<file path="src/rtl/aes_pkg.sv">
// Shared types and byte-order helpers for the iterative AES-128 sequencer.
// The state matrix is indexed [row][col]; input bytes fill it column by column.
package aes_pkg;

  localparam int NR_AES128 = 10;

  typedef logic [3:0][3:0][7:0] state_t;

  typedef enum logic [1:0] {IDLE, KEY, DONE} fsm_e;

  function automatic state_t to_state(input logic [127:0] b);
    state_t s;
    for (int k = 0; k < 16; k++) s[k%4][k/4] = b[127-8*k -: 8];
    return s;
  endfunction

  function automatic logic [127:0] from_state(input state_t s);
    logic [127:0] b;
    for (int k = 0; k < 16; k++) b[127-8*k -: 8] = s[k%4][k/4];
    return b;
  endfunction

endpackage

</file>
<file path="src/rtl/aes_rk_xor.sv">
// Byte-wise AddRoundKey; a single instance serves every key addition.
module aes_rk_xor
  import aes_pkg::*;
(
  input  state_t       st,
  input  logic [127:0] rk_key,
  output state_t       res
);

  state_t rk_s;

  assign rk_s = to_state(rk_key);

  for (genvar r = 0; r < 4; r++) begin : g_row
    for (genvar c = 0; c < 4; c++) begin : g_col
      assign res[r][c] = st[r][c] ^ rk_s[r][c];
    end
  end

endmodule

</file>
<file path="src/rtl/aes_round_ctrl.sv">
// Iterative AES-128 encryption sequencer: owns the state register, walks the
// external round datapath and pulls one round key per key addition.
module aes_round_ctrl
  import aes_pkg::*;
#(
  parameter int NR = NR_AES128
) (
  input  logic         clk,
  input  logic         rst_n,
  input  logic         in_valid,
  output logic         in_ready,
  input  logic [127:0] in_block,
  input  logic [127:0] in_key,
  output logic         key_load,
  output logic [127:0] cipher_key,
  output logic         rk_req,
  output logic [3:0]   rk_round,
  input  logic         rk_valid,
  input  logic [127:0] rk_key,
  output logic [127:0] rnd_state,
  output logic         rnd_last,
  input  logic [127:0] rnd_result,
  output logic         out_valid,
  input  logic         out_ready,
  output logic [127:0] out_block
);

  localparam logic [3:0] NR_L = 4'(NR);

  fsm_e       fsm;
  state_t     st, sel, nxt;
  logic [3:0] round;

  // Round 0 is the bare whitening key; later rounds go through the datapath.
  assign sel = (round == 4'd0) ? st : to_state(rnd_result);

  aes_rk_xor u_rk_xor (
    .st     (sel),
    .rk_key (rk_key),
    .res    (nxt)
  );

  assign rk_round  = round;
  assign rnd_state = from_state(st);
  assign out_block = from_state(st);

  always_ff @(posedge clk or negedge rst_n) begin
    if (!rst_n) begin
      fsm        <= IDLE;
      st         <= '0;
      cipher_key <= '0;
      round      <= '0;
      in_ready   <= 1'b1;
      key_load   <= 1'b0;
      rk_req     <= 1'b0;
      rnd_last   <= 1'b0;
      out_valid  <= 1'b0;
    end else begin
      key_load <= 1'b0;
      unique case (fsm)
        IDLE: begin
          if (in_valid) begin
            st         <= to_state(in_block);
            cipher_key <= in_key;
            round      <= '0;
            key_load   <= 1'b1;
            in_ready   <= 1'b0;
            rk_req     <= 1'b1;
            rnd_last   <= (NR_L == 4'd0);
            fsm        <= KEY;
          end
        end
        KEY: begin
          if (rk_valid) begin
            st <= nxt;
            if (round == NR_L) begin
              rk_req    <= 1'b0;
              rnd_last  <= 1'b0;
              out_valid <= 1'b1;
              fsm       <= DONE;
            end else begin
              round    <= round + 4'd1;
              rnd_last <= (round + 4'd1 == NR_L);
            end
          end
        end
        DONE: begin
          if (out_ready) begin
            out_valid <= 1'b0;
            in_ready  <= 1'b1;
            fsm       <= IDLE;
          end
        end
        default: begin
          fsm      <= IDLE;
          in_ready <= 1'b1;
        end
      endcase
    end
  end

endmodule

</file>
<file path="config.mk">
export PLATFORM = sky130hd
export DESIGN_NAME = aes_round_ctrl
export DESIGN_NICKNAME = d
export VERILOG_FILES = /design/src/rtl/aes_pkg.sv /design/src/rtl/aes_rk_xor.sv /design/src/rtl/aes_round_ctrl.sv
export SDC_FILE = /design/constraint.sdc
export NUM_CORES = 1
export LEC_CHECK = 0
export CAP_MARGIN = 20
export CORE_AREA = 2 2 359 361
export CTS_CLUSTER_DIAMETER = 200
export CTS_CLUSTER_SIZE = 25
export DETAILED_ROUTE_END_ITERATION = 12
export DIE_AREA = 0 0 361 363
export DONT_BUFFER_PORTS = 1
export PLACE_DENSITY = 0.3
export SYNTH_ARGS = -nofsm -noshare
export SYNTH_HDL_FRONTEND = slang
export SYNTH_SLANG_ARGS = --single-unit
export TNS_END_PERCENT = 10
</file>
<file path="constraint.sdc">
create_clock -name clk -period 2.9 [get_ports clk]
set_clock_uncertainty 0.15 [all_clocks]
set_input_delay 0.87 -clock clk [delete_from_list [all_inputs] [get_ports clk]]
set_output_delay 0.87 -clock clk [all_outputs]
set_load 0.02 [all_outputs]
</file>
==> qor.txt <==
Total Wirelength -> 71.4 mm
worst slew pin tran -> 0.848 ns
Final setup viols -> 0
Residual DRC -> 0
pwr/cell area -> 1140 nW/um^2
Routed Antenna Nets -> 0
Critical Path, Cell by Cell -> nand2b_4 > buf_12 > nor4b_1 > buf_4 > a21oi_1 > nand3_1
vias post-DR -> 12342
startpoint types -> flop
Slew HR -> 43.4%
WL per Instance -> 24.1 um
Synth Cell Area -> 15500 um^2
ratio of cells with drive above 1 in the final layout -> 16.0%
Synth area leaders -> dfrtp_1 43%, mux2_2 9.3%, mux2i_1 8.3%, nor4b_1 7.3%, buf_4 6.4%
Tmin final -> 2.43 ns
aggregate global-route resource usage -> 10.1%
number of H-tree levels -> 1
Max clock buf depth -> 3
Yosys warnings -> 0
Yosys top cell by area -> dfrtp_1
PnR worst setup slack -> 0.470 ns
global-route wire length before repair -> 99.0 mm
clk root buf -> clkbuf_16
clock tree from TritonCTS -> yes
IO Port Bufs -> 0
CP Capture Type -> flop
Initial DRT Pass Iterations -> 5
Core Box Area -> 127000 um^2
boundary pin count -> 910
Synth cell types -> 29
final setup TNS -> 0 ns
Place WS -> 0.252 ns
RSZ-0062 raised after global routing -> no
Seq/Total Area, Yosys -> 43.2%
Horiz. Die Dim -> 361 um
final period utilization -> 83.8%
area grow syn2layout -> 10.9%
MaxCap Viol Count -> 0
critical path arrival -> 2.78 ns
Synth top area share -> 43.1%
Die H -> 363 um
leakage -> 6.04 nW
CTS Buf Count -> 14
crit path max fanout -> 75
placer congestion estimate -> 0.806
hold crit path type -> in -> async
FILL cells -> 14311
Post-Synthesis Cells -> 1486
DR vias/cell -> 4.17
Initial Util -> 12.2%
Mean Syn Cell Area -> 10.4 um^2
largest net degree at the start of global routing -> 268
Peak VDD IR -> 0.481 mV
clk_lat worst skew -> 0.58 ns
Max Clock Freq -> 411 MHz
DPL Wire Length -> 51.6 mm
failing checks -> hold timing
die area -> 131000 um^2
Placed Cells -> 2926
worst stage delay on the critical path -> 0.68 ns
initial antenna violation count -> 30
Synthesized Nets -> 2007
total gr overflow -> 0
Final Hold Vio Count -> 266
fin cells -> 2958
worst path required time -> 3.25 ns
Num Clock Sinks -> 267
Placement Rows -> 131
Min Hold Slack -> -0.142 ns
status -> finished, violations left
Worst-path clk slew -> 0.12 ns
DRT iter0 DRCs -> 823
Critical-path top delay cell -> nor4b_1
via count of the first global-routing pass -> 12418
Slew Viols, Final -> 0
Seq cells post-synth -> 267
Final nets -> 1801
critical path class -> reg -> reg
-- metrics by stage --
step                      power [mW]  cell area [um^2]  util (%)
final                           19.5             17100      13.5
after global routing            20.7             17100      13.5
after CTS                       19.8             17100      13.5
after detailed placement        17.1             16700      13.1
after global placement          17.0             16700      13.1
after floorplan                 15.6             15500         -
-- repair_timing --
action                                  CTS  global route
endpoints found under the hold margin   266           266
endpoints found under the setup margin    0             0
buffers inserted                          0             0
gates resized for setup                   0             0
-- worst max-delay path: cells and delay by family (launching register included) --
family                 cells  cell delay [ns]
flip-flops                 1             0.56
buffers and inverters      2             0.44
AO/OA/AOI/OAI              1             0.04
AND/OR/NAND/NOR            3             1.01
-- cells in the final DEF, fill, tap and decap left out, drive strengths merged --
cell type / instances
diode: 11
ha: 4
nor4b: 128
a21oi: 130
dfrtp: 266
and4: 1
nand2: 4
nand4: 128
nor2: 8
bufinv: 2
o21a: 1
a21o: 2
buf: 50
nor2b: 1
nand2b: 5
o31ai: 2
nand3: 130
dfstp: 1
o21ai: 9
mux2: 128
nor3: 2
mux2i: 128
nand3b: 2
or4: 128
inv: 4
clkbuf: 19
nor3b: 1
or3: 1
-- path summary, 6_finish.rpt --
| kind | depth (start not counted) | end | slack [ns] | start |
|---|---|---|---|---|
| worst max-delay path | 6 | out_block[59] | 0.47 | fsm[0] |
| worst min-delay path | 0 | cipher_key[127] | -0.14 | rst_n |
| worst max register to register | 6 | out_block[59] | 0.47 | fsm[0] |
| worst min register to register | 2 | in_ready | 0.47 | in_ready |
| max in group asynchronous | 0 | out_block[70] | 2.26 | rst_n |
| min in group clk | 2 | fsm[0] | 0.27 | in_valid |
-- per-layer routing --
layer | vias to the layer above | wire [um] | global-route usage (%) | part of all wire, %
met3 | 120 | 7880 | 4.19 | 11
met1 | 6299 | 26100 | 11.5 | 37
met5 | - | 104 | 0 | 0.15
met2 | 736 | 35000 | 17.2 | 49
met4 | 16 | 2290 | 3.36 | 3.2
li1 | 5171 | - | - | -
-- cells in the mapped netlist --
library cell,count
nand3_1,130
nor3_1,2
dfstp_2,1
or4_1,128
o21a_1,1
buf_6,4
nor2_1,8
nand4_1,128
o21ai_0,9
inv_1,4
mux2i_1,128
nand3b_1,2
a21o_1,2
nor4b_1,128
ha_1,4
nor2b_1,1
mux2_2,128
and4_1,1
nor3b_2,1
nand2_1,4
a21oi_1,130
dfrtp_1,266
o31ai_1,2
clkbuf_1,110
or3_1,1
buf_2,27
buf_4,131
nand2b_4,1
nand2b_1,4
-- where the power goes --
part           switching [mW]  leakage, nW  internal, mW
logic                    3.06         2.54          2.64
clock network            1.49        0.218          1.14
registers                5.76         3.27          5.42
-- flip-flops by register name, summed over array words and instances (netlist names) --
register,flops
cipher_key,128
in_ready,1
fsm,2
out_block,128
rk_round,4
rk_req,1
rnd_last,1
out_valid,1
key_load,1
-- cell type report --
| type | count | area [um^2] | area share [%] |
|---|---|---|---|
| diodes | 11 | 27.5 | 0.161 |
| clock buffers | 19 | 390 | 2.28 |
| clock inverters | 2 | 60.1 | 0.350 |
| inverters | 4 | 15.0 | 0.0876 |
| multi-input cells | 943 | 7230 | 42.2 |
| flip-flops and latches | 267 | 6690 | 39.0 |
| well taps | 1662 | 2080 | 12.1 |
| repair buffers | 50 | 651 | 3.80 |
-- logic make-up after synthesis --
| family | Yosys count | synth area share (%) |
|---|---|---|
| simple gates | 539 | 23.8 |
| buf+inv | 276 | 10.3 |
| flops | 267 | 43.2 |
| mux | 256 | 17.6 |
| compound gates | 144 | 4.74 |
| fa+ha+maj | 4 | 0.324 |
Power figures use the tool's default switching activity.
